**src/rtl/win3x3_pkg.sv**
```systemverilog
// Shared types and constants for the 3x3 window scan controller and its
// weighted-sum datapath.
package win3x3_pkg;

    typedef enum logic [1:0] {
        IDLE  = 2'd0,
        SCAN  = 2'd1,
        DRAIN = 2'd2,
        DONE  = 2'd3
    } state_t;

    localparam int SUM_W      = 12;
    localparam int RND        = 8;
    localparam int SHIFT      = 4;
    localparam int PIPE_DEPTH = 3;

    // Row-major 1-2-1 / 2-4-2 / 1-2-1 kernel; weights sum to 16.
    localparam logic [SUM_W-1:0] KW [9] = '{
        12'd1, 12'd2, 12'd1,
        12'd2, 12'd4, 12'd2,
        12'd1, 12'd2, 12'd1
    };

endpackage

```
**src/rtl/gauss3x3_sum.sv**
```systemverilog
// Combinational Gaussian-weighted sum of a 3x3 window.
// Index 0 is the top-left pixel; the result never exceeds 4080.
module gauss3x3_sum
    import win3x3_pkg::*;
(
    input  logic [8:0][7:0]   i_pix,
    output logic [SUM_W-1:0]  o_sum
);

    always_comb begin
        o_sum = '0;
        for (int i = 0; i < 9; i++) begin
            o_sum = o_sum + SUM_W'(i_pix[i]) * KW[i];
        end
    end

endmodule

```
**src/rtl/win3x3_scan_ctrl.sv**
```systemverilog
// Raster scan of every 3x3 window position, issuing one read per cycle and
// writing one filtered pixel per window after a fixed 4-cycle latency.
module win3x3_scan_ctrl
    import win3x3_pkg::*;
#(
    parameter int IMG_W = 256,
    parameter int IMG_H = 256
) (
    input  logic        clk,
    input  logic        rst,
    input  logic        start,
    input  logic        mode,
    output logic        busy,
    output logic        done,
    output logic        rd,
    output logic [7:0]  addr_row_r,
    output logic [7:0]  addr_col_r,
    input  logic [7:0]  sw_pixel_1,
    input  logic [7:0]  sw_pixel_2,
    input  logic [7:0]  sw_pixel_3,
    input  logic [7:0]  sw_pixel_4,
    input  logic [7:0]  sw_pixel_5,
    input  logic [7:0]  sw_pixel_6,
    input  logic [7:0]  sw_pixel_7,
    input  logic [7:0]  sw_pixel_8,
    input  logic [7:0]  sw_pixel_9,
    output logic        wr,
    output logic [7:0]  addr_row_w,
    output logic [7:0]  addr_col_w,
    output logic [7:0]  cl_pixel,
    output state_t      dbg_state
);

    localparam logic [7:0] LAST_COL = 8'(IMG_W - 1);
    localparam logic [7:0] LAST_ROW = 8'(IMG_H - 1);

    state_t                 r_state;
    logic                   r_mode;
    // Bit 0 marks the cycle the memory presents the window; bit PIPE_DEPTH is wr.
    logic [PIPE_DEPTH:0]    r_vld;
    logic [15:0]            r_a0;
    logic [15:0]            r_a1;
    logic [15:0]            r_a2;
    logic [8:0][7:0]        r_pix;
    logic [SUM_W-1:0]       r_sum;
    logic [7:0]             r_p5;
    logic [SUM_W-1:0]       w_sum;

    assign wr        = r_vld[PIPE_DEPTH];
    assign dbg_state = r_state;

    always_ff @(posedge clk or negedge rst) begin
        if (!rst) begin
            r_state    <= IDLE;
            r_mode     <= 1'b0;
            busy       <= 1'b0;
            done       <= 1'b0;
            rd         <= 1'b0;
            addr_row_r <= '0;
            addr_col_r <= '0;
        end else begin
            case (r_state)
                IDLE: begin
                    done <= 1'b0;
                    if (start) begin
                        r_state    <= SCAN;
                        r_mode     <= mode;
                        busy       <= 1'b1;
                        rd         <= 1'b1;
                        addr_row_r <= '0;
                        addr_col_r <= '0;
                    end
                end
                SCAN: begin
                    if (addr_row_r == LAST_ROW && addr_col_r == LAST_COL) begin
                        rd      <= 1'b0;
                        r_state <= DRAIN;
                    end else if (addr_col_r == LAST_COL) begin
                        addr_col_r <= '0;
                        addr_row_r <= addr_row_r + 8'd1;
                    end else begin
                        addr_col_r <= addr_col_r + 8'd1;
                    end
                end
                DRAIN: begin
                    // Only the final write stage may still be occupied.
                    if (r_vld[PIPE_DEPTH-1:0] == '0) begin
                        r_state <= DONE;
                        done    <= 1'b1;
                    end
                end
                DONE: begin
                    done    <= 1'b0;
                    busy    <= 1'b0;
                    r_state <= IDLE;
                end
                default: r_state <= IDLE;
            endcase
        end
    end

    gauss3x3_sum u_sum (
        .i_pix (r_pix),
        .o_sum (w_sum)
    );

    always_ff @(posedge clk or negedge rst) begin
        if (!rst) begin
            r_vld      <= '0;
            r_a0       <= '0;
            r_a1       <= '0;
            r_a2       <= '0;
            r_pix      <= '0;
            r_sum      <= '0;
            r_p5       <= '0;
            addr_row_w <= '0;
            addr_col_w <= '0;
            cl_pixel   <= '0;
        end else begin
            r_vld <= {r_vld[PIPE_DEPTH-1:0], rd};
            if (rd) begin
                r_a0 <= {addr_row_r, addr_col_r};
            end
            if (r_vld[0]) begin
                r_pix <= {sw_pixel_9, sw_pixel_8, sw_pixel_7,
                          sw_pixel_6, sw_pixel_5, sw_pixel_4,
                          sw_pixel_3, sw_pixel_2, sw_pixel_1};
                r_a1  <= r_a0;
            end
            if (r_vld[1]) begin
                r_sum <= w_sum;
                r_p5  <= r_pix[4];
                r_a2  <= r_a1;
            end
            if (r_vld[2]) begin
                addr_row_w <= r_a2[15:8];
                addr_col_w <= r_a2[7:0];
                cl_pixel   <= r_mode ? r_p5
                                     : 8'((r_sum + SUM_W'(RND)) >> SHIFT);
            end
        end
    end

endmodule
```
**config.mk**
```make
export PLATFORM = sky130hd
export DESIGN_NAME = win3x3_scan_ctrl
export DESIGN_NICKNAME = d
export VERILOG_FILES = /design/src/rtl/win3x3_pkg.sv /design/src/rtl/gauss3x3_sum.sv /design/src/rtl/win3x3_scan_ctrl.sv
export SDC_FILE = /design/constraint.sdc
export NUM_CORES = 1
export LEC_CHECK = 0
export ABC_AREA = 1
export ABC_CLOCK_PERIOD_IN_PS = 9900
export CORE_MARGIN = 2
export CORE_UTILIZATION = 55
export DETAILED_ROUTE_END_ITERATION = 8
export GPL_TIMING_DRIVEN = 0
export PLACE_DENSITY_LB_ADDON = 0.25
export SLEW_MARGIN = 20
export SYNTH_ARGS = -nofsm -noshare
export SYNTH_HDL_FRONTEND = slang
export SYNTH_SLANG_ARGS = --single-unit
export TNS_END_PERCENT = 100
```
**constraint.sdc**
```tcl
create_clock -name clk -period 9.9 [get_ports clk]
set_input_delay 2.97 -clock clk [delete_from_list [all_inputs] [get_ports clk]]
set_output_delay 2.97 -clock clk [all_outputs]
set_load 0.1 [all_outputs]
```
==> metrics.md, run 1 <==
| Metric | Value |
|---|---|
| Placed inst area | `11100 um2` |
| Crit Path Max Fanout | `8` |
| DRC | `0` |
| DRT iter0 DRCs | `462` |
| CTS clk-pin slew, worst paths | `0.07 ns` |
| Synth Cell Area | `9530 um2` |
| R2R cell count | `17` |
| Gr ovfl total | `0` |
| Syn nets | `1247` |
| DR vias | `7414` |
| Post-DR wirelength/cell | `14.2 um` |
| Antenna violations before repair | `0` |
| Status | `complete, no violations` |
| Initial core utilization | `0.557` |
| Routed Antenna Nets | `0` |
| Port Buffers | `121` |
| N_diodes | `0` |
| Worst-skew pair later-pin latency | `0.44 ns` |
| Critical path's top delay family | `buffers and inverters` |
| Fin. max-slew vios | `0` |
| GP Congestion | `0.888` |
| Row count | `48` |
| Post-synthesis sequential area ratio | `0.491` |
| Die X | `136 um` |
| Crit path capture type | `primary output` |
| TritonCTS clock tree | `done` |
| Final worst-path cycle share | `0.521` |
| Maximum clock path buffer count | `2` |
| H-tree depth | `4` |
| Final wirelength | `20900 um` |
| Maxcap violations | `0` |
| Unrepaired setup endpoints after global routing | `false` |
| Commonest non-fill, non-tap cells in the layout | `405 x nand2_1, 187 x dfrtp_1, 149 x inv_1` |
| Top_reg_cell synth | `dfrtp_1` |
| DP Wirelength | `15800 um` |
| CTS Sinks | `187` |
| Min Tclk post-route | `5.15 ns` |
| Nets | `about 1400` |
| Commonest non-fill, non-tap cell in the layout | `nand2_1` |
| Total track usage | `0.245` |
| CP endpoint | `addr_row_r[2]` |
| Crit Path Class | `reg -> out` |
| Worst R2R Start | `r_pix[1]$_DFFE_PN0P_` |
| TritonRoute pass-1 iters | `5` |
| Worst-margin pin slew | `roughly 1 ns` |
| Share of cells above drive strength 1 | `0.0480` |
| Critical path origin | `addr_row_r[2]$_DFFE_PN0P_` |
| Reg2reg end | `r_sum[9]$_DFFE_PN0P_` |
| Async set-reset flop share out of synthesis | `1.00` |
| First-pass GRT wire length | `35000 um` |
| Ranking of synthesized cells by area | `dfrtp_1 49%, nand2_1 16%, fa_1 10%` |
| Area growth, synth to finish | `22.2%` |
| Post-CTS resize count | `0` |
| CP Cell Sequence | `clkdlybuf4s50_1` |
| Hold Fails Final Rpt | `0` |
| Yosys reg bits | `187` |
| Yosys warnings | `0` |
| Slowest stage delay, CP | `1.22 ns` |
| Final setup fails | `0` |
| Setup crit start kind | `register` |
| Fmax achieved | `194 MHz` |
| CP required | `6.93 ns` |
| IO Pins | `roughly 120` |
| Hold_buf cts | `0` |
| Number of synthesized flops with an enable pin | `0` |
| Average footprint of a synthesized cell | `around 8.7 um2` |
| CP max-delay cell | `clkdlybuf4s50_1` |
| Core Footprint | `17100 um2` |
| Die span in y | `between 100 and 150 um` |
| Root buf cell | `clkbuf_16` |
| Buf/Inv on CP | `1` |
| Yosys cell types | `35` |
| Vias per cell | `roughly 5.0` |
| HP Class | `reg -> reg` |
| Final Cell Area | `11700 um2` |
| Mapped Cells | `1096` |
| CTS Buf Count | `17` |
| CP Depth | `1` |
| Relative slew margins | `0.335` |
| Setup bufs post-CTS | `0` |
| Pin count of the biggest net entering global routing | `102` |
| Area leader, netlist | `dfrtp_1` |
| Critical Path AT | `roughly 2.2 ns` |
| Synth top area share | `0.491` |
| Worst Skew | `slightly above 0.008 ns` |
| R2R Setup Slk | `5.13 ns` |
| DIE AREA | `18400 um2` |
| Vias in the first global route | `7296` |
==> synth_stat cells (2+ instances only) <==
library cell / n
nand2_1: 405
mux2_2: 7
nand4_1: 14
buf_2: 8
o22ai_1: 2
xnor2_1: 2
buf_1: 2
nand3_2: 2
or2_2: 3
o21ai_0: 80
nand3b_1: 3
ha_1: 27
a31oi_1: 2
nor2_1: 32
xor2_1: 3
fa_1: 48
clkbuf_1: 28
a21oi_1: 33
nand3_1: 44
inv_1: 149
a21o_1: 2
dfrtp_1: 187
==> registers in the layout, indices dropped and copies added (netlist names) <==
signal      count
addr_col_w      8
r_vld           4
addr_row_r      8
rd              1
r_sum           9
r_a1           16
r_pix          72
addr_row_w      8
r_p5            8
busy            1
cl_pixel        8
dbg_state       2
done            1
r_mode          1
r_a0           16
r_a2           16
addr_col_r      8
==> per-layer routing <==
metal	vias up	track usage	part of all wire
met4	0	0.0752	0.018
met2	179	0.386	0.47
met1	3530	0.349	0.47
met3	28	0.0445	0.044
met5	-	0	0
li1	3677	-	-
==> how the worst min path moves through the flow <==
stage,start,endpoint,depth (start not counted)
after global routing,r_vld[0]$_DFF_PN0_,r_vld[1]$_DFF_PN0_,0
after detailed placement,r_vld[1]$_DFF_PN0_,r_vld[2]$_DFF_PN0_,0
final,r_vld[0]$_DFF_PN0_,r_vld[1]$_DFF_PN0_,0
after floorplan,r_vld[0]$_DFF_PN0_,r_vld[1]$_DFF_PN0_,0
after CTS,r_vld[0]$_DFF_PN0_,r_vld[1]$_DFF_PN0_,0
after global placement,r_vld[0]$_DFF_PN0_,r_vld[1]$_DFF_PN0_,0
==> layout make-up <==
class | count | area (um2)
fillers | 1373 | 5460
clock inverters | 13 | 150
multi-input cells | 720 | 4130
plain buffers | 39 | 164
repair buffers | 122 | 1240
well taps | 225 | 282
inverters | 150 | 563
flip-flops and latches | 187 | 4680
clock buffers | 19 | 443
==> logic make-up (layout without fill, tap and decap cells) <==
group | after synthesis | count (layout) | share of synthesized area
simple gates | 508 | 508 | 0.215
flops | 187 | 187 | 0.491
xor+xnor | 5 | 5 | 0.00459
compound gates | 125 | 125 | 0.0689
fa+ha+maj | 75 | 75 | 0.136
mux | 7 | 7 | 0.00827
buf+inv | 189 | 343 | 0.0762
==> per-stage QoR <==
stage	TNS [ns]	hold WS [ns]	std cells	utilization	setup WS [ns]
floorplan	0	0.349	1096	-	5.56
global placement	-306.46	0.352	1442	0.644	-1.66
detailed placement	0	0.357	1443	0.646	5.15
CTS	0	0.365	1475	0.681	4.75
global route	0	0.383	1475	0.681	4.71
finish	0	0.366	1475	0.681	4.75
Power of run 1 is not shown: default switching activity piles up to over one toggle a cycle in this logic, so the estimate is an artifact.
==> inputs of run 2 (changes only) <==
--- a/config.mk
+++ b/config.mk
@@ -6,9 +6,9 @@
 export NUM_CORES = 1
 export LEC_CHECK = 0
 export ABC_AREA = 1
-export ABC_CLOCK_PERIOD_IN_PS = 9900
+export ABC_CLOCK_PERIOD_IN_PS = 4700
 export CORE_MARGIN = 2
-export CORE_UTILIZATION = 55
+export CORE_UTILIZATION = 51
 export DETAILED_ROUTE_END_ITERATION = 8
 export GPL_TIMING_DRIVEN = 0
 export PLACE_DENSITY_LB_ADDON = 0.25
==> constraint.sdc (replaced) <==
create_clock -name clk -period 4.7 [get_ports clk]
set_input_delay 1.41 -clock clk [delete_from_list [all_inputs] [get_ports clk]]
set_output_delay 1.41 -clock clk [all_outputs]
set_load 0.1 [all_outputs]
==> run 2 against run 1 <==
Clock skew grew 0.0025 ns. Die area is 7.6% higher. Non-clock buffer count up 1. Register-to-register slack got worse by 5.0 ns. Setup slack worse by 4.6 ns. Critical endpoint is now r_sum[9]$_DFFE_PN0P_.
==> metrics.md, run 2 (synthesis results as in run 1) <==
| Metric | Value |
|---|---|
| Status | `complete, no violations` |
| Root buf cell | `clkbuf_16` |
| Final WS setup | `0.143 ns` |
| Most frequent CP cell | `fa_1` |
| Min Tclk post-route | `between 4 and 5 ns` |
| Die X | `roughly 140 um` |
| Max reg flops | `72` |
| CTS Buf Count | `17` |
| Share of cells above drive strength 1 | `0.0647` |
| IO Pins | `122` |
| TritonCTS clock tree | `done` |
| Worst-margin pin slew | `between 1 and 1.5 ns` |
| Critical path origin | `r_pix[1]$_DFFE_PN0P_` |
| Worst R2R Start | `r_pix[1]$_DFFE_PN0P_` |
| Pre-CTS setup slack | `0.000217 ns` |
| Routed Antenna Nets | `0` |
| R2R Setup Slk | `0.14 ns` |
| Commonest non-fill, non-tap cell in the layout | `nand2_1` |
| DRC | `0` |
| Setup crit start kind | `register` |
| Final setup fails | `0` |
| Initial core utilization | `0.515` |
| Fmax achieved | `~220 MHz` |
| Critical path's top delay family | `adder cells` |
| Maximum clock path buffer count | `2` |
| Final worst-path cycle share | `0.970` |
| Antenna violations before repair | `0` |
| TritonRoute pass-1 iters | `5` |
| Vias per cell | `4.99` |
| Area growth, synth to finish | `23.5%` |
| Reg2reg end | `r_sum[9]$_DFFE_PN0P_` |
| Die span in y | `141 um` |
| Relative slew margins | `0.319` |
| HP Class | `reg -> reg` |
| GP Congestion | `0.882` |
| CP required | `5.01 ns` |
| Pin count of the biggest net entering global routing | `100` |
| Slowest stage delay, CP | `0.54 ns` |
| DP Wirelength | `15600 um` |
| CTS clk-pin slew, worst paths | `0.07 ns` |
| Placed inst area | `11100 um2` |
| R2R cell count | `17` |
| First-pass GRT wire length | `approximately 36000 um` |
| Crit Path Class | `reg -> reg` |
| Post-DR wirelength/cell | `~14 um` |
| Total track usage | `0.225` |
| Final Cell Area | `11800 um2` |
| CP endpoint | `r_sum[9]$_DFFE_PN0P_` |
| Worst-skew pair later-pin latency | `~0.44 ns` |
| DR vias | `7407` |
| Row count | `50` |
| CP Cell Sequence | `ha_2 > inv_1 > fa_2 > xor2_2 > fa_1 > fa_1 > fa_1 > inv_1 > fa_1 > ha_2 > fa_1 > nand2_2 > nand3_4 > nand3_2 > nand3_1 > nand3_2 > o21ai_0` |
| Gr ovfl total | `0` |
| DRT iter0 DRCs | `528` |
| Fin. max-slew vios | `0` |
| Maxcap violations | `0` |
| Top reg by flops | `r_pix` |
| Buf/Inv on CP | `2` |
| Hold Fails Final Rpt | `0` |
| Nets | `between 1000 and 1500` |
| CP Depth | `17` |
| Final wirelength | `about 21000 um` |
| Port Buffers | `121` |
| CP max-delay cell | `fa_1` |
| Worst Min Path Start | `r_vld[0]$_DFF_PN0_` |
| H-tree depth | `4` |
| Commonest non-fill, non-tap cells in the layout | `402 x nand2_1, 187 x dfrtp_1, 148 x inv_1` |
| DIE AREA | `19800 um2` |
| Crit Path Max Fanout | `4` |
| Worst Skew | `0.0107 ns` |
| N_diodes | `0` |
| Core Footprint | `approximately 19000 um2` |
| CTS Sinks | `between 150 and 200` |
| TNS Setup | `0 ns` |
| Crit path capture type | `register` |
| Vias in the first global route | `between 7000 and 8000` |
| Critical Path AT | `4.87 ns` |
==> run 2: changes by cell type in the layout (fill, tap and decap cells not counted), moves of 3 or more <==
cell	delta
ha_1	-6
ha_4	+4
inv_6	-3
nand2_1	-3
nand2_2	+3
nand3_1	-4
nand3_2	+3
==> run 2: layer usage <==
layer	part of all wire	track usage	up-vias
li1	-	-	3675
met1	0.49	0.326	3539
met2	0.46	0.354	163
met3	0.033	0.0353	30
met4	0.020	0.0726	0
met5	0	0	-
==> run 2: worst min-delay path by stage <==
stage	end	depth (start not counted)
after floorplan	r_vld[1]$_DFF_PN0_	0
after global placement	r_vld[1]$_DFF_PN0_	0
after detailed placement	r_vld[1]$_DFF_PN0_	0
after CTS	r_vld[1]$_DFF_PN0_	0
after global routing	r_vld[1]$_DFF_PN0_	0
final	r_vld[1]$_DFF_PN0_	0
==> run 2: cell type report <==
class | instances | area [um2]
multi-input cells | 720 | 4240
clock inverters | 14 | 146
plain buffers | 39 | 164
flip-flops and latches | 187 | 4680
well taps | 234 | 293
repair buffers | 123 | 1250
clock buffers | 18 | 439
inverters | 150 | 563
fillers | 1543 | 6740
==> run 2: metrics by stage <==
step,hold WS (ns),std cells,utilization
2_1_floorplan,0.349,1096,-
3_3_place_gp,0.351,1451,0.596
3_5_place_dp,0.354,1452,0.598
4_1_cts,0.369,1484,0.629
5_1_grt,0.373,1485,0.636
6_report,0.370,1485,0.636
==> run 2: repair_timing <==
action | CTS | global route
setup endpoints to repair | 0 | 6
buffers inserted | 0 | 1
gates resized for setup | 0 | 23
hold buffers | 0 | 0
Power of run 2 is left out for the same reason.
==> inputs of run 3 (changes only) <==
--- a/config.mk
+++ b/config.mk
@@ -6,9 +6,9 @@
 export NUM_CORES = 1
 export LEC_CHECK = 0
 export ABC_AREA = 1
-export ABC_CLOCK_PERIOD_IN_PS = 4700
+export ABC_CLOCK_PERIOD_IN_PS = 5400
 export CORE_MARGIN = 2
-export CORE_UTILIZATION = 51
+export CORE_UTILIZATION = 55
 export DETAILED_ROUTE_END_ITERATION = 8
 export GPL_TIMING_DRIVEN = 0
 export PLACE_DENSITY_LB_ADDON = 0.25
==> constraint.sdc (replaced) <==
create_clock -name clk -period 5.4 [get_ports clk]
set_input_delay 1.08 -clock clk [delete_from_list [all_inputs] [get_ports clk]]
set_output_delay 1.08 -clock clk [all_outputs]
set_load 0.1 [all_outputs]
==> results of run 3 <==
Same layout as run 1 (identical final DEF). Status: complete, no violations.
Among the figures that moved: setup slack after placement 5.15 ns -> 0.649 ns; setup slack after layout 4.75 ns -> 0.631 ns; start point of the critical path addr_row_r[2]$_DFFE_PN0P_ -> r_pix[1]$_DFFE_PN0P_; end point of the critical path addr_row_r[2] -> r_sum[9]$_DFFE_PN0P_; register-to-register setup slack 5.13 ns -> 0.63 ns
Power of run 3 is left out for the same reason.
